### src/rtl/rr_arb4.sv
// Four-requester round-robin arbiter with a per-tenure hold limit.
// The winner is registered as a binary index plus a one-hot grant that
// drives the shared datapath select. A tenure ends when the owner drops its
// request or, if MAX_HOLD is non-zero, after MAX_HOLD consecutive cycles.
// On release the priority pointer moves past the old owner and a new winner
// is chosen on the same edge, so back-to-back tenures have no idle bubble.
//
// Handshake: there is no ready/valid pair here. A requester raises req[i]
// and keeps it high while it wants the resource; it owns the resource in
// every cycle where gnt[i]=1. gnt_vld is simply |gnt. Dropping req[i]
// ends the tenure at the next edge. A request arriving while another
// requester owns the grant waits; it never preempts.
module rr_arb4 #(
    parameter int MAX_HOLD = 8
) (
    input  logic       clk,
    input  logic       rst,
    input  logic [3:0] req,
    output logic [3:0] gnt,
    output logic [1:0] gnt_idx,
    output logic       gnt_vld,
    output logic       timeout,
    output logic       dbg_state
);

    localparam int HW = (MAX_HOLD < 1) ? 1 : $clog2(MAX_HOLD + 1);
    localparam logic [HW-1:0] HOLD_MAX = HW'(MAX_HOLD);
    localparam logic [HW-1:0] HOLD_ONE = HW'(1);

    typedef enum logic {
        S_IDLE  = 1'b0,
        S_GRANT = 1'b1
    } state_t;

    state_t        r_state;
    state_t        w_state_nxt;
    logic [1:0]    r_ptr;
    logic [1:0]    w_ptr_nxt;
    logic [1:0]    r_idx;
    logic [1:0]    w_idx_nxt;
    logic [3:0]    r_gnt;
    logic [3:0]    w_gnt_nxt;
    logic [HW-1:0] r_hold;
    logic [HW-1:0] w_hold_nxt;
    logic          r_timeout;
    logic          w_timeout_nxt;

    logic          w_hold_hit;
    logic          w_release;
    logic [1:0]    w_sptr;
    logic [3:0]    w_rot;
    logic          w_found;
    logic [1:0]    w_off;
    logic [1:0]    w_win;

    // Release condition and the round-robin winner search. On a release
    // the search starts just after the outgoing owner, so that owner can
    // only win again when nobody else is requesting.
    always_comb begin
        w_hold_hit = (MAX_HOLD != 0) && (r_hold == HOLD_MAX);
        w_release  = (r_state == S_GRANT) && (!req[r_idx] || w_hold_hit);
        w_sptr     = w_release ? (r_idx + 2'd1) : r_ptr;
        for (int k = 0; k < 4; k++) begin
            w_rot[k] = req[2'(w_sptr + 2'(k))];
        end
        w_found = |w_rot;
        if (w_rot[0])      w_off = 2'd0;
        else if (w_rot[1]) w_off = 2'd1;
        else if (w_rot[2]) w_off = 2'd2;
        else               w_off = 2'd3;
        w_win = w_sptr + w_off;
    end

    // Next-state and next-output logic for the IDLE/GRANT controller.
    always_comb begin
        w_state_nxt   = r_state;
        w_ptr_nxt     = r_ptr;
        w_idx_nxt     = r_idx;
        w_gnt_nxt     = r_gnt;
        w_hold_nxt    = r_hold;
        w_timeout_nxt = 1'b0;
        case (r_state)
            S_IDLE: begin
                if (w_found) begin
                    w_state_nxt = S_GRANT;
                    w_idx_nxt   = w_win;
                    w_gnt_nxt   = 4'b0001 << w_win;
                    w_hold_nxt  = HOLD_ONE;
                end
            end
            S_GRANT: begin
                if (w_release) begin
                    w_ptr_nxt     = w_sptr;
                    // Only a forced release with the request still up is a timeout.
                    w_timeout_nxt = w_hold_hit && req[r_idx];
                    if (w_found) begin
                        w_idx_nxt  = w_win;
                        w_gnt_nxt  = 4'b0001 << w_win;
                        w_hold_nxt = HOLD_ONE;
                    end else begin
                        // Index keeps its last value while idle.
                        w_state_nxt = S_IDLE;
                        w_gnt_nxt   = 4'b0000;
                    end
                end else if (MAX_HOLD != 0) begin
                    w_hold_nxt = r_hold + HOLD_ONE;
                end
            end
            default: begin
                w_state_nxt = S_IDLE;
                w_gnt_nxt   = 4'b0000;
            end
        endcase
    end

    // State and output registers; reset drops any grant immediately.
    always_ff @(posedge clk) begin
        if (rst) begin
            r_state   <= S_IDLE;
            r_ptr     <= 2'd0;
            r_idx     <= 2'd0;
            r_gnt     <= 4'b0000;
            r_hold    <= '0;
            r_timeout <= 1'b0;
        end else begin
            r_state   <= w_state_nxt;
            r_ptr     <= w_ptr_nxt;
            r_idx     <= w_idx_nxt;
            r_gnt     <= w_gnt_nxt;
            r_hold    <= w_hold_nxt;
            r_timeout <= w_timeout_nxt;
        end
    end

    assign gnt       = r_gnt;
    assign gnt_idx   = r_idx;
    assign gnt_vld   = |r_gnt;
    assign timeout   = r_timeout;
    assign dbg_state = r_state;

endmodule

### config.mk
export PLATFORM = sky130hd
export DESIGN_NAME = rr_arb4
export DESIGN_NICKNAME = d
export VERILOG_FILES = /design/src/rtl/rr_arb4.sv
export SDC_FILE = /design/constraint.sdc
export NUM_CORES = 1
export LEC_CHECK = 0
export ABC_AREA = 1
export BUFFER_PORTS_ARGS = -buffer_cell sky130_fd_sc_hd__buf_4
export CAP_MARGIN = 20
export CORE_ASPECT_RATIO = 0.9
export CORE_MARGIN = 10
export CORE_UTILIZATION = 34
export CTS_CLUSTER_SIZE = 30
export DETAILED_ROUTE_END_ITERATION = 16
export PLACE_DENSITY = 0.55
export SETUP_SLACK_MARGIN = 0.3
export SLEW_MARGIN = 20
export SYNTH_ARGS = -nofsm -noshare
export SYNTH_HDL_FRONTEND = slang
export SYNTH_SLANG_ARGS = --single-unit
### constraint.sdc
create_clock -name clk -period 2.4 [get_ports clk]
set_input_delay 0.12 -clock clk [delete_from_list [all_inputs] [get_ports clk]]
set_output_delay 0.12 -clock clk [all_outputs]
set_load 0.1 [all_outputs]
Word-level counts from Yosys, hierarchy flattened --
Cells that the tools add are included.
Cells by class: shift operators 1, equality and inequality tests 3, mux-type cells 27, add/subtract/negate cells 6, bitwise logic cells 2, reductions and logical operators 9, $lt $le $gt $ge 5
Operator list (number):
- 2-to-1 mux 4 bit | 5
- case mux 4 bit (2 select lines) | 2
- less-than comparator 2 x 3 -> 1 bit, second input constant | 5
- binary-select mux 1 bit (select 2 bit) | 5
- 2-to-1 mux 2 bit | 5
- 2-to-1 mux 1 bit | 8
- OR reduction 4 bit | 2
- adder 2 x 1 -> 2 bit, second input constant | 2
- adder 2 bit, second input constant | 2
- adder 4 x 1 -> 4 bit, second input constant | 1
- equality test 4 bit, second input constant | 1
- case mux 2 bit (2 select lines) | 1
- AND reduction 2 bit | 2
- << shifter 1 x 2 -> 4 bit, first input constant | 1
- OR reduction 3 bit | 1
- adder 2 bit | 1
- logical AND 1 bit | 2
- != test 2 x 1 -> 1 bit, second input constant | 1
- != test 2 bit, second input constant | 1
- inverter 1 bit | 2
- case mux 1 bit (2 select lines) | 1
- logical NOT 1 bit | 1
- logical OR 1 bit | 1
Storage, ports and cells: flip-flop bits (word level) 14, input port bits 6, output and inout port bits 9, word-level logic and storage cells 59

Longest topological paths before layout --
word-level depth 17, depth in mapped cells 21, mapped depth without buffers 21

Worst setup path before layout --
Ideal clock, no wire load.
path type reg-to-reg, start register r_idx[0], in the netlist gnt_idx[0], end register r_gnt[1], in the netlist gnt[1], path buffers 0, period minus slack after synthesis 3.087 ns, data required time 2.268 ns, stages on the path, launching flop included 20, arrival time 2.955 ns, setup time 0.132 ns, setup slack -0.687 ns, path through dfxtp_1 -> nand2_1 -> nand3_2 -> nand2_2 -> nand2_4 -> nand3_1 -> nand2_4 -> nand2_1 -> nand2_2 -> nand2_1 -> nand2_2 -> a21oi_1 -> ha_1 -> xor2_1 -> inv_1 -> nand3_1 -> nand2_2 -> clkinv_1 -> nand3_1 -> a21oi_1
On the way: longest elaborated chain between the ends 17, elaborated cells on any way between the ends 31, classes of those cells add/sub: 5; eq/ne: 2; shift: 1; mux: 18; reduce/logical: 5
Ends and longest elaborated chain:
- from (decl) | line 39 | logic [1:0] r_idx;
- from (signal assigned) | line 128 | r_idx <= w_idx_nxt;
- binary-select mux 1 bit (select 2 bit) | line 61 | w_release = (r_state == S_GRANT) && (!req[r_idx] || w_hold_hit);
- 2-to-1 mux 1 bit (implied by the code) | line 61
- logical NOT 1 bit | line 61
- logical OR 1 bit | line 61
- logical AND 1 bit | line 61
- 2-to-1 mux 2 bit | line 62 | w_sptr = w_release ? (r_idx + 2'd1) : r_ptr;
- adder 2 bit | line 64 | w_rot[k] = req[2'(w_sptr + 2'(k))];
- binary-select mux 1 bit (select 2 bit) | line 64
- 2-to-1 mux 1 bit (implied by the code) | line 64
- 2-to-1 mux 1 bit | line 69 | else if (w_rot[2]) w_off = 2'd2;
- 2-to-1 mux 2 bit | line 68 | else if (w_rot[1]) w_off = 2'd1;
- 2-to-1 mux 2 bit | line 67 | if (w_rot[0]) w_off = 2'd0;
- adder 2 bit | line 71 | w_win = w_sptr + w_off;
- << shifter 1 x 2 -> 4 bit | line 87, 98
- 2-to-1 mux 4 bit | line 96 | if (w_found) begin
- 2-to-1 mux 4 bit | line 92 | if (w_release) begin
- case mux 4 bit (2 select lines) | line 82 | case (r_state)
- to (signal assigned) | line 129 | r_gnt <= w_gnt_nxt;
- to (decl) | line 41 | logic [3:0] r_gnt;
Parallel ways exist; a longest one is shown, timed or not. The select of a mux whose other input is x is not followed. A chain may end at the register's enable or synchronous reset.

Worst setup path in the final report --
start register r_idx[0], in the netlist gnt_idx[0], end register r_gnt[0], in the netlist gnt[0]
Same word-level chain as after synthesis.

==> impl_metrics.csv <==
group,metric,value,unit
status,outcome,"finished, final reports clean",
sta,rsz0062_at_grt,"yes",
yosys,synth_seq_cells,14,
routing,wirelength,2730,um
global_routing,grt_pass1_vias,1006,
setup_path,cp_max_fo,8,
routing,drtIter0Drc,27,
clock_tree,clk_latency,0.28,ns
cells_and_area,fin_area,1570,sq um
clock_tree,htree_levels,1,
power_and_ir_drop,power.leakage,0.731,nW
power_and_ir_drop,p_int,1.09,mW
routing,drt_first_pass_iters,4,
setup_path,slowest_delay,0.38,ns
yosys,yosysWarnings,0,
sta,worst_pin_slew,0.431,ns
sta,min_period,2.35,ns
yosys,syn_area,1030,sq um
yosys,synth_fp_nets,161,
routing,wire_per_inst,11.8,um
setup_path,path_common_cell,"nand2_2",
yosys,synth_area_leaders,"dfxtp_1, nand2_1, nand2_2",
setup_path,cpMaxStageDelayCell,"dfxtp_4",
clock_tree,clockBufferDepth,2,
power_and_ir_drop,pwr-share-comb,0.801,
sta,drv_slew,0,
cells_and_area,area_growth,52.7,%
power_and_ir_drop,p_sw,1.38,mW
setup_path,worstSetupStartpointType,"flop",
sta,slew_headroom,0.712,
cells_and_area,final_cell_count_no_fill,231,
global_routing,grt_util_all_layers,0.0925,
power_and_ir_drop,seqPwrFrac,0.143,
setup_path,cp-end-kind,"flop",
clock_tree,cts_tree,"built",
power_and_ir_drop,finalPower,2.47,mW
floorplanning,die_y,72.2,um
yosys,ys_seq_area_frac,0.272,
yosys,yosys.area.top_type_share,0.272,
yosys,synth_area_per_cell,6.77,sq um
sta,setup_viol,0,
clock_tree,root_buffer,"clkbuf_4",
floorplanning,rows,18,
setup_path,timing.critical_path.buf_inv,3,
power_and_ir_drop,switching_share,0.559,
routing,route.detailed.drc,0,
place,portBuffers,14,
sta,max_freq,425,MHz
cells_and_area,final_nets,201,
floorplanning,core_area,2820,sq um
yosys,ys_types,23,
cells_and_area,diodes,0,
routing,antenna_left,0,
clock_tree,clkSlewWorstSetupHoldPaths,0.09,ns
global_routing,antenna_found_initial,0,
yosys,yosys.area.top_type,"dfxtp_1",
sta,hold_violations,0,
clock_tree,postCtsHoldBufs,0,
place,dp_cells,215,
clock_tree,cts_buffers,3,
global_routing,grt_start_max_net_pins,13,
sta,fin_skew,0.00709,ns
cells_and_area,fin_util,0.559,
floorplanning,dieArea,5630,sq um
power_and_ir_drop,clock_power_share,0.056,
cells_and_area,layout-drive-gt1-share,0.545,
floorplanning,start_util,0.366,
setup_path,crit_family,"simple AND/OR/NAND/NOR gates",
setup_path,required,2.62,ns
sta,tns,0,ns
place,place_area,1290,sq um
routing,viasPerCell,4.65,
power_and_ir_drop,ir_worst_vdd,0.628,mV
worst_hold_path,hold_class,"in -> reg",
sta,period_share,0.981,
setup_path,cp_data_arrival_time,2.58,ns
clock_tree,clock-sinks,14,
global_routing,grt_pass1_wl,4390,um
power_and_ir_drop,power.density,1570,nW/um^2
floorplanning,die_w,78.0,um
place,place.gp.congestion,0.783,
routing,vias,1075,
place,dp_hpwl,2000,um
job,drv_cap,0,
floorplanning,ioPinCount,15,
yosys,netlist_instances,152,
setup_path,crit_type,"reg -> reg",
setup_path,cp_cell_sequence,"inv_4 > nand2_2 > nand3_2 > nand2_2 > nand2_8 > nand2_8 > nand2_8 > nand2_8 > nand2_2 > nand2_2 > nand2_2 > nand2_2 > a21oi_2 > ha_2 > xor2_2 > inv_1 > nand3_2 > nand2_4 > clkinv_2 > nand3_2 > a21oi_2",
global_routing,globalRouteOverflowTotal,0,
[layer usage]
metal	vias to the layer above	global-route usage	part of all wire
met2	13	0.155	0.52
li1	566	-	-
met5	-	0	0
met1	496	0.114	0.44
met3	0	0.0333	0.041
met4	0	0.0119	0
[layout make-up]
| cell class | count | area, sq um |
|---|---|---|
| Inverter | 19 | 75.1 |
| Tap cell | 40 | 50.0 |
| Clock inverter | 1 | 3.75 |
| Clock buffer | 3 | 22.5 |
| Timing Repair Buffer | 36 | 270 |
| Multi-Input combinational cell | 118 | 861 |
| Fill cell | 280 | 1240 |
| Sequential cell | 14 | 290 |
[power groups by stage]
stage / combinational (mW) / clock [mW] / sequential, mW
final: 1.98 / 0.137 / 0.353
after global routing: 2.14 / 0.157 / 0.361
after CTS: 1.82 / 0.143 / 0.353
after detailed placement: 1.61 / 0 / 0.356
after global placement: 1.60 / 0 / 0.354
after floorplan: 0.986 / 0 / 0.595
[placed cells by master (no fill, tap or decap), types with 2 or more instances in the layout]
| master | count |
|---|---|
| nor2_4 | 2 |
| o21ai_0 | 2 |
| clkbuf_4 | 3 |
| nor2_1 | 10 |
| nand2_1 | 23 |
| nand2_4 | 10 |
| nand3_4 | 2 |
| a21oi_1 | 5 |
| nand2_2 | 24 |
| nand3_1 | 12 |
| nand3_2 | 8 |
| dfxtp_1 | 10 |
| buf_4 | 36 |
| nand2_8 | 4 |
| inv_1 | 16 |
| dfxtp_4 | 2 |
| a21oi_2 | 4 |
| dfxtp_2 | 2 |
[Yosys cell counts]
cell,count
o21ai_0,3
nand3b_1,1
or2_2,1
nand4_1,1
a2111oi_0,1
nand2_1,36
ha_1,3
inv_1,17
xor2_1,2
dfxtp_1,14
a21oi_2,1
clkinv_1,1
a21oi_1,8
nand2_2,18
nand2_4,7
inv_2,1
clkbuf_1,1
nor2_4,2
nand3_2,3
or4_1,1
o211ai_1,1
nand3_1,19
nor2_1,10
[registers in the layout, indices dropped and copies added, names as in the netlist]
register	cells
dbg_state	1
r_ptr	2
r_hold	4
timeout	1
gnt_idx	2
gnt	4
[cells by family (layout without fill, tap and decap cells)]
| group | count (synthesis) | count (layout) | share of synthesized area |
|---|---|---|---|
| buffers and inverters | 20 | 59 | 0.0729 |
| DFF | 14 | 14 | 0.272 |
| adders and majority gates | 3 | 3 | 0.0365 |
| xor gates and xnor gates | 2 | 2 | 0.0170 |
| AOI/OAI and AO/OA | 14 | 14 | 0.0778 |
| and+or+nand+nor | 99 | 99 | 0.524 |
[through the flow]
step	hold slack, ns	setup WS (ns)
floorplan	0.210	-0.0314
global placement	0.397	-0.0174
detailed placement	0.402	-0.0172
CTS	0.0954	0.0505
global route	0.0954	-0.142
finish	0.0973	0.0458
[worst paths after layout]
kind                                              start                  end  slack (ns)  cells past startpoint
worst max register to register  gnt_idx[0]$_SDFFE_PP0P_  gnt[0]$_SDFFE_PP0P_        0.05                     21
worst max-delay path            gnt_idx[0]$_SDFFE_PP0P_  gnt[0]$_SDFFE_PP0P_        0.05                     21
worst min register to register      gnt[3]$_SDFFE_PP0P_  gnt[3]$_SDFFE_PP0P_        0.50                      2
worst min-delay path                                rst  gnt[0]$_SDFFE_PP0P_         0.1                      2
[timing repair]
action / CTS / global route
setup buffers: 9 / 3
pin swaps: 20 / 14
setup endpoints to repair: 7 / 11
gates cloned: 0 / 0
resized for setup: 21 / 15
(Power assumes the default switching activity.)
